==> src/rtl/sweep_pair_collector_pkg.sv <==
// Shared definitions for the sweep pair collector and its helpers.
//
// Contents:
//   TS_W / DATA_W    : timestamp width (24) and LFSR word width (17)
//   MAX_GAP_DEFAULT  : default maximum spacing, in 96 MHz cycles, between the two words of a pair
//   POLY_A / POLY_B  : the two sweep polynomials the finder can report
//   state_e          : collector FSM state encoding
package sweep_pair_collector_pkg;

    localparam int TS_W   = 24;
    localparam int DATA_W = 17;

    localparam logic [TS_W-1:0] MAX_GAP_DEFAULT = 24'd2_000_000;

    localparam logic [DATA_W-1:0] POLY_A = 17'h1D258;
    localparam logic [DATA_W-1:0] POLY_B = 17'h17E04;

    typedef enum logic [2:0] {
        ST_EMPTY,
        ST_HAVE_FIRST,
        ST_START,
        ST_BUSY,
        ST_RELEASE
    } state_e;

endpackage

==> src/rtl/sweep_pair_collector_timestamp_counter.sv <==
// Free-running timestamp counter, shared by the sensor channels.
//
// Ports:
//   clk_i   : counting clock (96 MHz)
//   reset_i : synchronous, active-high; clears the count to zero
//   count_o : current count, advances by one per cycle and wraps 24'hFFFFFF -> 0
module timestamp_counter
    import sweep_pair_collector_pkg::*;
(
    input  logic            clk_i,
    input  logic            reset_i,
    output logic [TS_W-1:0] count_o
);

    logic [TS_W-1:0] count_q;

    // Plain binary counter; the wrap at the top is the natural overflow of the
    // register, which is what makes modulo-2^24 elapsed-time arithmetic work downstream.
    always_ff @(posedge clk_i) begin
        if (reset_i) begin
            count_q <= '0;
        end else begin
            count_q <= count_q + 1'b1;
        end
    end

    assign count_o = count_q;

endmodule

==> src/rtl/sweep_pair_collector.sv <==
// Pairs consecutive decoded LFSR words, timestamps them against a 96 MHz counter,
// hands each pair to polynomial_finder and republishes its answer with a strobe.
//
// Ports:
//   clk_96MHz, reset                 : sole clock, synchronous active-high reset
//   data_in, data_in_valid           : decoded 17-bit word and its one-cycle strobe
//   decoded_data, ts_last_data       : first word of the pair and its timestamp (to finder)
//   decoded_data1, ts_last_data1     : second word of the pair and its timestamp (to finder)
//   finder_enable, finder_ready      : enable/ready handshake with the finder
//   finder_polynomial/iteration      : finder results
//   result_valid                     : one-cycle strobe for the angle stage
//   result_polynomial/iteration/ts   : latched finder results and first-word timestamp
//   drop_count                       : words dropped while a pair is in flight (optional)
//
// Optional build macro: SWEEP_PAIR_COLLECTOR_DROP_COUNT_EN adds the saturating
// drop_count port; without it dropped words are discarded silently.
module sweep_pair_collector
    import sweep_pair_collector_pkg::*;
#(
    parameter logic [TS_W-1:0] MAX_GAP = MAX_GAP_DEFAULT
) (
    input  logic              clk_96MHz,
    input  logic              reset,
    input  logic [DATA_W-1:0] data_in,
    input  logic              data_in_valid,
    output logic [TS_W-1:0]   ts_last_data,
    output logic [TS_W-1:0]   ts_last_data1,
    output logic [DATA_W-1:0] decoded_data,
    output logic [DATA_W-1:0] decoded_data1,
    output logic              finder_enable,
    input  logic              finder_ready,
    input  logic [DATA_W-1:0] finder_polynomial,
    input  logic [DATA_W-1:0] finder_iteration,
    output logic              result_valid,
    output logic [DATA_W-1:0] result_polynomial,
    output logic [DATA_W-1:0] result_iteration,
    output logic [TS_W-1:0]   result_ts
`ifdef SWEEP_PAIR_COLLECTOR_DROP_COUNT_EN
    ,
    output logic [7:0]        drop_count
`endif
);

    logic [TS_W-1:0]   ts_now;
    logic [TS_W-1:0]   elapsed;
    logic              gap_ok;

    state_e            state_q;
    logic [DATA_W-1:0] data_first_q;
    logic [DATA_W-1:0] data_second_q;
    logic [TS_W-1:0]   ts_first_q;
    logic [TS_W-1:0]   ts_second_q;
    logic              enable_q;
    logic              accepted_q;
    logic              res_valid_q;
    logic [DATA_W-1:0] res_poly_q;
    logic [DATA_W-1:0] res_iter_q;
    logic [TS_W-1:0]   res_ts_q;

    timestamp_counter u_ts_counter (
        .clk_i   (clk_96MHz),
        .reset_i (reset),
        .count_o (ts_now)
    );

    // Unsigned subtraction in 24 bits gives the elapsed time across the counter wrap.
    assign elapsed = ts_now - ts_first_q;
    assign gap_ok  = (elapsed <= MAX_GAP);

    // Pairing and finder handshake FSM. In START the enable stays low until the
    // finder reports ready, so a finder still finishing an aborted run completes
    // first. In BUSY we must see ready fall (accepted) before a rising ready
    // counts as done. Words arriving in START/BUSY/RELEASE are simply not latched.
    always_ff @(posedge clk_96MHz) begin
        if (reset) begin
            state_q       <= ST_EMPTY;
            data_first_q  <= '0;
            data_second_q <= '0;
            ts_first_q    <= '0;
            ts_second_q   <= '0;
            enable_q      <= 1'b0;
            accepted_q    <= 1'b0;
            res_valid_q   <= 1'b0;
            res_poly_q    <= '0;
            res_iter_q    <= '0;
            res_ts_q      <= '0;
        end else begin
            res_valid_q <= 1'b0;
            case (state_q)
                ST_EMPTY: begin
                    if (data_in_valid) begin
                        data_first_q <= data_in;
                        ts_first_q   <= ts_now;
                        state_q      <= ST_HAVE_FIRST;
                    end
                end
                ST_HAVE_FIRST: begin
                    if (data_in_valid) begin
                        if (gap_ok) begin
                            data_second_q <= data_in;
                            ts_second_q   <= ts_now;
                            state_q       <= ST_START;
                        end else begin
                            data_first_q <= data_in;
                            ts_first_q   <= ts_now;
                        end
                    end else if (!gap_ok) begin
                        state_q <= ST_EMPTY;
                    end
                end
                ST_START: begin
                    if (finder_ready) begin
                        enable_q   <= 1'b1;
                        accepted_q <= 1'b0;
                        state_q    <= ST_BUSY;
                    end
                end
                ST_BUSY: begin
                    if (!finder_ready) begin
                        accepted_q <= 1'b1;
                    end else if (accepted_q) begin
                        res_poly_q  <= finder_polynomial;
                        res_iter_q  <= finder_iteration;
                        res_ts_q    <= ts_first_q;
                        res_valid_q <= 1'b1;
                        enable_q    <= 1'b0;
                        state_q     <= ST_RELEASE;
                    end
                end
                ST_RELEASE: begin
                    state_q <= ST_EMPTY;
                end
                default: begin
                    state_q <= ST_EMPTY;
                end
            endcase
        end
    end

`ifdef SWEEP_PAIR_COLLECTOR_DROP_COUNT_EN
    logic       word_dropped;
    logic [7:0] drop_count_q;
    logic [7:0] drop_count_d;

    assign word_dropped = data_in_valid &&
                          ((state_q == ST_START) || (state_q == ST_BUSY) || (state_q == ST_RELEASE));

    // Saturating count of words discarded while a pair is in flight.
    always_comb begin
        drop_count_d = drop_count_q;
        if (word_dropped && (drop_count_q != 8'hFF)) begin
            drop_count_d = drop_count_q + 8'd1;
        end
    end

    always_ff @(posedge clk_96MHz) begin
        if (reset) begin
            drop_count_q <= '0;
        end else begin
            drop_count_q <= drop_count_d;
        end
    end

    assign drop_count = drop_count_q;
`endif

    assign decoded_data      = data_first_q;
    assign decoded_data1     = data_second_q;
    assign ts_last_data      = ts_first_q;
    assign ts_last_data1     = ts_second_q;
    assign finder_enable     = enable_q;
    assign result_valid      = res_valid_q;
    assign result_polynomial = res_poly_q;
    assign result_iteration  = res_iter_q;
    assign result_ts         = res_ts_q;

endmodule

==> config.mk <==
export PLATFORM = sky130hd
export DESIGN_NAME = sweep_pair_collector
export DESIGN_NICKNAME = d
export VERILOG_FILES = /design/src/rtl/sweep_pair_collector_pkg.sv /design/src/rtl/sweep_pair_collector_timestamp_counter.sv /design/src/rtl/sweep_pair_collector.sv
export SDC_FILE = /design/constraint.sdc
export NUM_CORES = 1
export LEC_CHECK = 0
export BUFFER_PORTS_ARGS = -buffer_cell sky130_fd_sc_hd__buf_2
export CAP_MARGIN = 10
export CORE_AREA = 2 2 140 142
export DETAILED_ROUTE_END_ITERATION = 8
export DIE_AREA = 0 0 142 144
export GPL_TIMING_DRIVEN = 0
export PLACE_DENSITY = 0.67
export REMOVE_ABC_BUFFERS = 1
export SYNTH_ARGS = -nofsm -noshare
export SYNTH_HDL_FRONTEND = slang
export SYNTH_SLANG_ARGS = --single-unit
==> constraint.sdc <==
create_clock -name clk_96MHz -period 8.4 [get_ports clk_96MHz]
set_input_delay 1.26 -clock clk_96MHz [delete_from_list [all_inputs] [get_ports clk_96MHz]]
set_output_delay 1.26 -clock clk_96MHz [all_outputs]
set_load 0.01 [all_outputs]
==> results.ini, run 1 <==
[floorplan]
ios=197
initial_core_util=0.437
dieArea_um2=20400
rows=51
die_w_um=142
dieHeight_um=144
core_area_um2=19100

[placed_design]
preCtsSetupSlack_ns=4.47
dp_hpwl_um=13000
dp_cells=1365
numPortBuffers=196
place.gp.congestion=0.869

[setup_path]
cp_num_buf_inv=2
critPathMostFrequentCell=nand2_1
crit_fanout=17
slowest_stage=or3_2
endpoint_kind=flop
rr_startpoint=ts_last_data[10]
crit_chain=inv_1 > ha_1 > nand2_1 > o22ai_1 > a2bb2oi_1 > o2111ai_1 > nor3b_1 > a211oi_2 > nand2_1 > or3_2 > buf_12 > mux2i_1
startpoint=ts_last_data[10]
path_class=flop to flop
cp.required_ns=8.71
arrival_ns=4.26
critPathTopFamily=simple AND/OR/NAND/NOR gates
cp-start-kind=flop
max_stage_delay_ns=0.76

[route]
drc=0
routed_wl_um=18800
via_per_inst=5.03
drt_iter0_markers=364
vias=7028
wire_per_inst_um=13.5
ant_nets=0
dr.pass1.iters=4

[timing]
maxSlewViolCount=0
rsz0062_at_grt=no
tightest_slew_ns=1.01
max_freq_mhz=253
skew_ns=0.0104
worst_slack_ns=4.45
finalSetupViolations=0
slew_headroom=0.324
finalCritPeriodShare=0.471
tns_ns=0
hold_viol_final=0
period_needed_ns=3.95

[clock_tree]
clk_latency_ns=0.43
cts_resized=0
cts_sinks=170
clockBufferDepth=2
numCtsBuffers=17
cts_tree=built
path_clk_slew_ns=0.07
htreeDepth=4
post_cts_buffers=0
hold_buffers=0
root_buffer=clkbuf_16

[global_route]
grt_pass1_wl_um=30700
gr-total-overflow=0
grt_usage=0.183
grt_pass1_vias=6312
grt_util_met2=0.292
antenna_found_initial=0
use_met1=0.252
grt_max_degree=112
use_met3=0.0328
busiest_layer=met2

[logic_synthesis]
synthesis.area_um2=8330
synth_edf_count=0
async_flop_share=0
syn_inst=983
yosysWarnings=0
synth-seq-area-share=0.408
ys_dominant_reg_cell=dfxtp_1
ys_ff_latch=170
postSynthAreaPerCell_um2=8.48
synth_cell_types=64

[finish]
diodes=0
area_delta_synth_final_pct=21.6
final_layout_size_suffix_gt1_frac=0.219
nets=1226
fin_cells=1398
fillers=1812

[pwr]
p_per_area_nw_per_um2=188
p_leak_nw=4.55
ir_drop_uv=147

[min_path]
hold_start=result_ts[8]
hp-class=flop to flop

[run_status]
status=completed

[run]
maxCapViolCount=0

[path summary, 6_finish.rpt]
kind,endpoint,slack [ns],cells after the start
max,ts_last_data1[6],4.45,12
min,result_ts[8],0.45,2
max reg2reg,ts_last_data1[6],4.45,12
min reg2reg,result_ts[8],0.45,2
[cells in the mapped netlist, types with 10 or more instances]
master	n	area [µm²]
dfxtp_1	170	3400
nand2_1	160	601
nand2b_1	127	795
a21oi_1	97	485
mux2i_1	83	831
nor2_1	48	180
clkbuf_1	40	150
inv_1	30	113
o21ai_0	26	130
ha_1	24	300
nand3_1	18	90.1
or3_1	13	81.3
xnor2_1	13	114
xor2_1	13	114
nand4_1	10	62.6
[cells by family (layout without fill, tap and decap cells)]
family,after synthesis,in the layout,synth area share
fa+ha+maj,24,24,0.0360
compound gates,182,182,0.136
buf+inv,87,264,0.0465
xor+xnor,26,26,0.0273
simple gates,411,411,0.246
mux,83,83,0.0997
flops,170,170,0.408
[final cells by class]
| cell class | count | area [µm²] | share of cell area |
|---|---|---|---|
| multi-input cells | 726 | 4570 | 0.451 |
| flip-flops and latches | 170 | 3400 | 0.336 |
| repair buffers | 202 | 1110 | 0.110 |
| clock buffers | 17 | 425 | 0.0420 |
| well taps | 238 | 298 | 0.0294 |
| clock inverters | 15 | 214 | 0.0211 |
| inverters | 30 | 113 | 0.0111 |
[worst register-to-register path, delay by kind of cell (launching register included)]
family | cells | cell delay, ns
mux | 1 | 0.16
simple gates | 4 | 1.25
buf+inv | 2 | 0.34
flops | 1 | 0.39
compound gates | 4 | 1.24
fa+ha+maj | 1 | 0.45
[flip-flops by register name, summed over array words and instances, names as in the netlist]
| register | cells |
|---|---|
| result_ts | 24 |
| ts_last_data | 24 |
| decoded_data1 | 17 |
| finder_enable | 1 |
| decoded_data | 17 |
| result_valid | 1 |
| ts_last_data1 | 24 |
| accepted_q | 1 |
| u_ts_counter.count_o | 24 |
| result_polynomial | 17 |
| result_iteration | 17 |
| state_q | 3 |
[placed cells by master, fill, tap and decap left out, types with 5 or more instances in the layout]
cell type  synthesis  layout
nand2b_1         127     127
nor2_1            48      47
nor3_1             9       8
or3_1             13      12
xor2_1            13      13
buf_2              7     195
nand4_1           10      10
mux2i_1           83      83
clkbuf_16          0      17
nand2_1          160     160
ha_1              24      24
nor2b_1            5       5
o21ai_0           26      26
dfxtp_1          170     170
xnor2_1           13      13
nand3_1           18      18
a21o_1             6       6
a21oi_1           97      97
inv_1             30      30
[metal layers]
layer / vias to the layer above / routed length (µm)
met2: 158 / 8470
met3: 10 / 864
met4: 0 / 170
met5: - / 0
li1: 3664 / -
met1: 3196 / 9320
[report_power, final]
part           internal, W  leakage, nW  total, W  switching (W)
Combinational     0.000106         2.87  0.000223       0.000117
Clock             0.000505        0.304  0.000850       0.000345
Sequential        0.000823         1.37  0.000836      0.0000125
Total              0.00143         4.55   0.00191       0.000475
[through the flow]
step / hold slack [ns] / total power (W) / area (µm²) / utilization
final: 0.451 / 0.00191 / 10100 / 0.531
after global routing: 0.466 / 0.00199 / 10100 / 0.531
after CTS: 0.454 / 0.00194 / 10100 / 0.530
after detailed placement: 0.444 / 0.00108 / 9480 / 0.497
after global placement: 0.439 / 0.00107 / 9340 / 0.489
after floorplan: 0.437 / 0.00100 / 8060 / -
Power figures use the tool's default switching activity.
==> run 2: changes to the inputs <==
clock period = 3.9 ns   (was 8.4 ns; I/O delays follow)
==> run 2 against run 1 <==
Worst setup slack worse by 4.1 ns. Clock skew hardly changed. Clock-buffer cell count did not move. Cell area grew 0.74%. Maximum frequency up 11%. Critical endpoint is now decoded_data1[10]. Highest routed layer unchanged.
==> results.ini, run 2 (synthesis gave the netlist of run 1 again) <==
[timing]
max_freq_mhz=282  ; was 253 MHz
period_needed_ns=3.55  ; was 3.95 ns
finalCritPeriodShare=0.910  ; was 0.471
tns_ns=0  ; unchanged
timing.hold.ws_ns=0.391  ; was 0.451 ns
finalSetupViolations=0  ; unchanged
hold_viol_final=0  ; unchanged
slew_headroom=0.497  ; was 0.324
skew_ns=0.0106  ; was 0.0104 ns
tightest_slew_ns=0.752  ; was 1.01 ns
worst_slack_ns=0.350  ; was 4.45 ns
maxSlewViolCount=0  ; unchanged

[run_status]
status=completed  ; unchanged

[clock_tree]
path_clk_slew_ns=0.07  ; about the same
cts_sinks=170  ; unchanged
numCtsBuffers=17  ; unchanged
clockBufferDepth=2  ; unchanged
hold_buffers=0  ; unchanged
htreeDepth=4  ; unchanged
root_buffer=clkbuf_16  ; unchanged
cts_tree=built  ; unchanged
clk_latency_ns=0.43  ; about the same

[route]
routed_wl_um=18900  ; was 18800 µm
routed.top_layer=met4  ; unchanged
ant_nets=0  ; unchanged
drc=0  ; unchanged
dr.pass1.iters=5  ; was 4
wl_met3_um=780  ; was 864 µm
wire_per_inst_um=13.5  ; about the same
vias=7080  ; was 7028
wl_met2_um=8540  ; was 8470 µm
drt-met1-wl_um=9460  ; was 9320 µm
drt_iter0_markers=357  ; was 364
via_per_inst=5.04  ; was 5.03

[run]
maxCapViolCount=0  ; unchanged

[setup_path]
crit_fanout=10  ; was 17
path_class=flop to flop  ; unchanged
cp-start-kind=flop  ; unchanged
cp.required_ns=4.25  ; was 8.71 ns
startpoint=ts_last_data[10]  ; unchanged
reg2reg_slack_ns=0.35  ; was 4.45 ns
arrival_ns=3.90  ; was 4.26 ns
endpoint_kind=flop  ; unchanged
worstRegToRegCells=12  ; unchanged
rr_startpoint=ts_last_data[10]  ; unchanged

[floorplan]
ios=197  ; unchanged
rows=51  ; unchanged
core_area_um2=19100  ; unchanged
initial_core_util=0.437  ; unchanged
dieHeight_um=144  ; unchanged
dieArea_um2=20400  ; unchanged
die_w_um=142  ; unchanged

[pwr]
p_leak_nw=4.58  ; was 4.55 nW
switchingPower_w=0.00103  ; was 0.000475 W
power_frac_clock=0.443  ; was 0.445
comb_power_share=0.123  ; was 0.117
p_total_w=0.00414  ; was 0.00191 W
internal_power_w=0.00311  ; was 0.00143 W
ir_drop_uv=315  ; was 147 µV
p_seq_frac=0.435  ; was 0.438
switching_share=0.249  ; about the same
p_per_area_nw_per_um2=406  ; was 188 nW/µm²

[min_path]
hold_depth=3  ; was 2
hp-class=primary input to flop  ; was flop to flop
hold_start=finder_iteration[16]  ; was result_ts[8]

[placed_design]
preCtsSetupSlack_ns=-0.0253  ; was 4.47 ns
numPortBuffers=196  ; unchanged
dp_hpwl_um=13000  ; unchanged
place.gp.congestion=0.869  ; unchanged
dp_cells=1365  ; unchanged

[global_route]
grt_pass1_wl_um=30700  ; unchanged
grt_max_degree=112  ; unchanged
grt_usage=0.183  ; unchanged
gr-total-overflow=0  ; unchanged
antenna_found_initial=0  ; unchanged
grt_pass1_vias=6312  ; unchanged

[finish]
final_common_cell=buf_2  ; unchanged
fin_cells=1404  ; was 1398
diodes=0  ; unchanged
area_delta_synth_final_pct=22.5  ; was 21.6%
final_cell_mix=buf_2 (195), dfxtp_1 (170), nand2_1 (160)  ; unchanged
nets=1232  ; was 1226
final_layout_size_suffix_gt1_frac=0.223  ; was 0.219

-- run 2: cell count changes in the layout (fill, tap and decap cells not counted), sizes merged --
| cell | change |
|---|---|
| buf | +6 |
-- run 2: power by group through the flow --
stage / registers (W) / clock network (W) / logic (W)
2_1_floorplan: 0.00185 / 0 / 0.000307
4_1_cts: 0.00180 / 0.00189 / 0.000486
5_1_grt: 0.00180 / 0.00195 / 0.000558
6_report: 0.00180 / 0.00183 / 0.000509
3_3_place_gp: 0.00184 / 0 / 0.000476
3_5_place_dp: 0.00184 / 0 / 0.000483
-- run 2: stage by stage --
stage,util,instance area (µm²)
floorplan,-,8060
global placement,0.489,9340
detailed placement,0.497,9480
CTS,0.531,10100
global route,0.535,10200
finish,0.535,10200
-- run 2: routing by layer --
metal  vias to the layer above  track usage
met3                        10       0.0328
met4                         0       0.0558
li1                       3678            -
met5                         -            0
met2                       155        0.292
met1                      3237        0.252
-- run 2: critical path, cell delays in order (launching register included) --
cell and delay (ns):
dfxtp_1 0.39, inv_1 0.07, ha_1 0.45, nand4_1 0.19
a2111oi_0 0.36, o21ai_1 0.23, a31oi_1 0.30, xor2_1 0.12
a211oi_2 0.33, nand2_1 0.23, nor3_4 0.43, buf_6 0.21
mux2i_1 0.18
-- run 2: timing repair --
action / 4_1_cts / 5_1_grt
resized for setup: 1 / 2
pin swaps: 0 / 4
setup buffers: 0 / 6
setup endpoints to repair: 17 / 65
cloned: 0 / 0
-- run 2: area by class of cell --
class	instances	area, µm²
clock buffers	17	425
inverters	30	113
fillers	1806	8870
flip-flops and latches	170	3400
repair buffers	208	1170
well taps	238	298
multi-input cells	726	4590
clock inverters	15	214
-- run 2: final timing paths --
kind | endpoint
min | result_iteration[16]
max reg2reg | decoded_data1[10]
min reg2reg | result_ts[8]
max | decoded_data1[10]
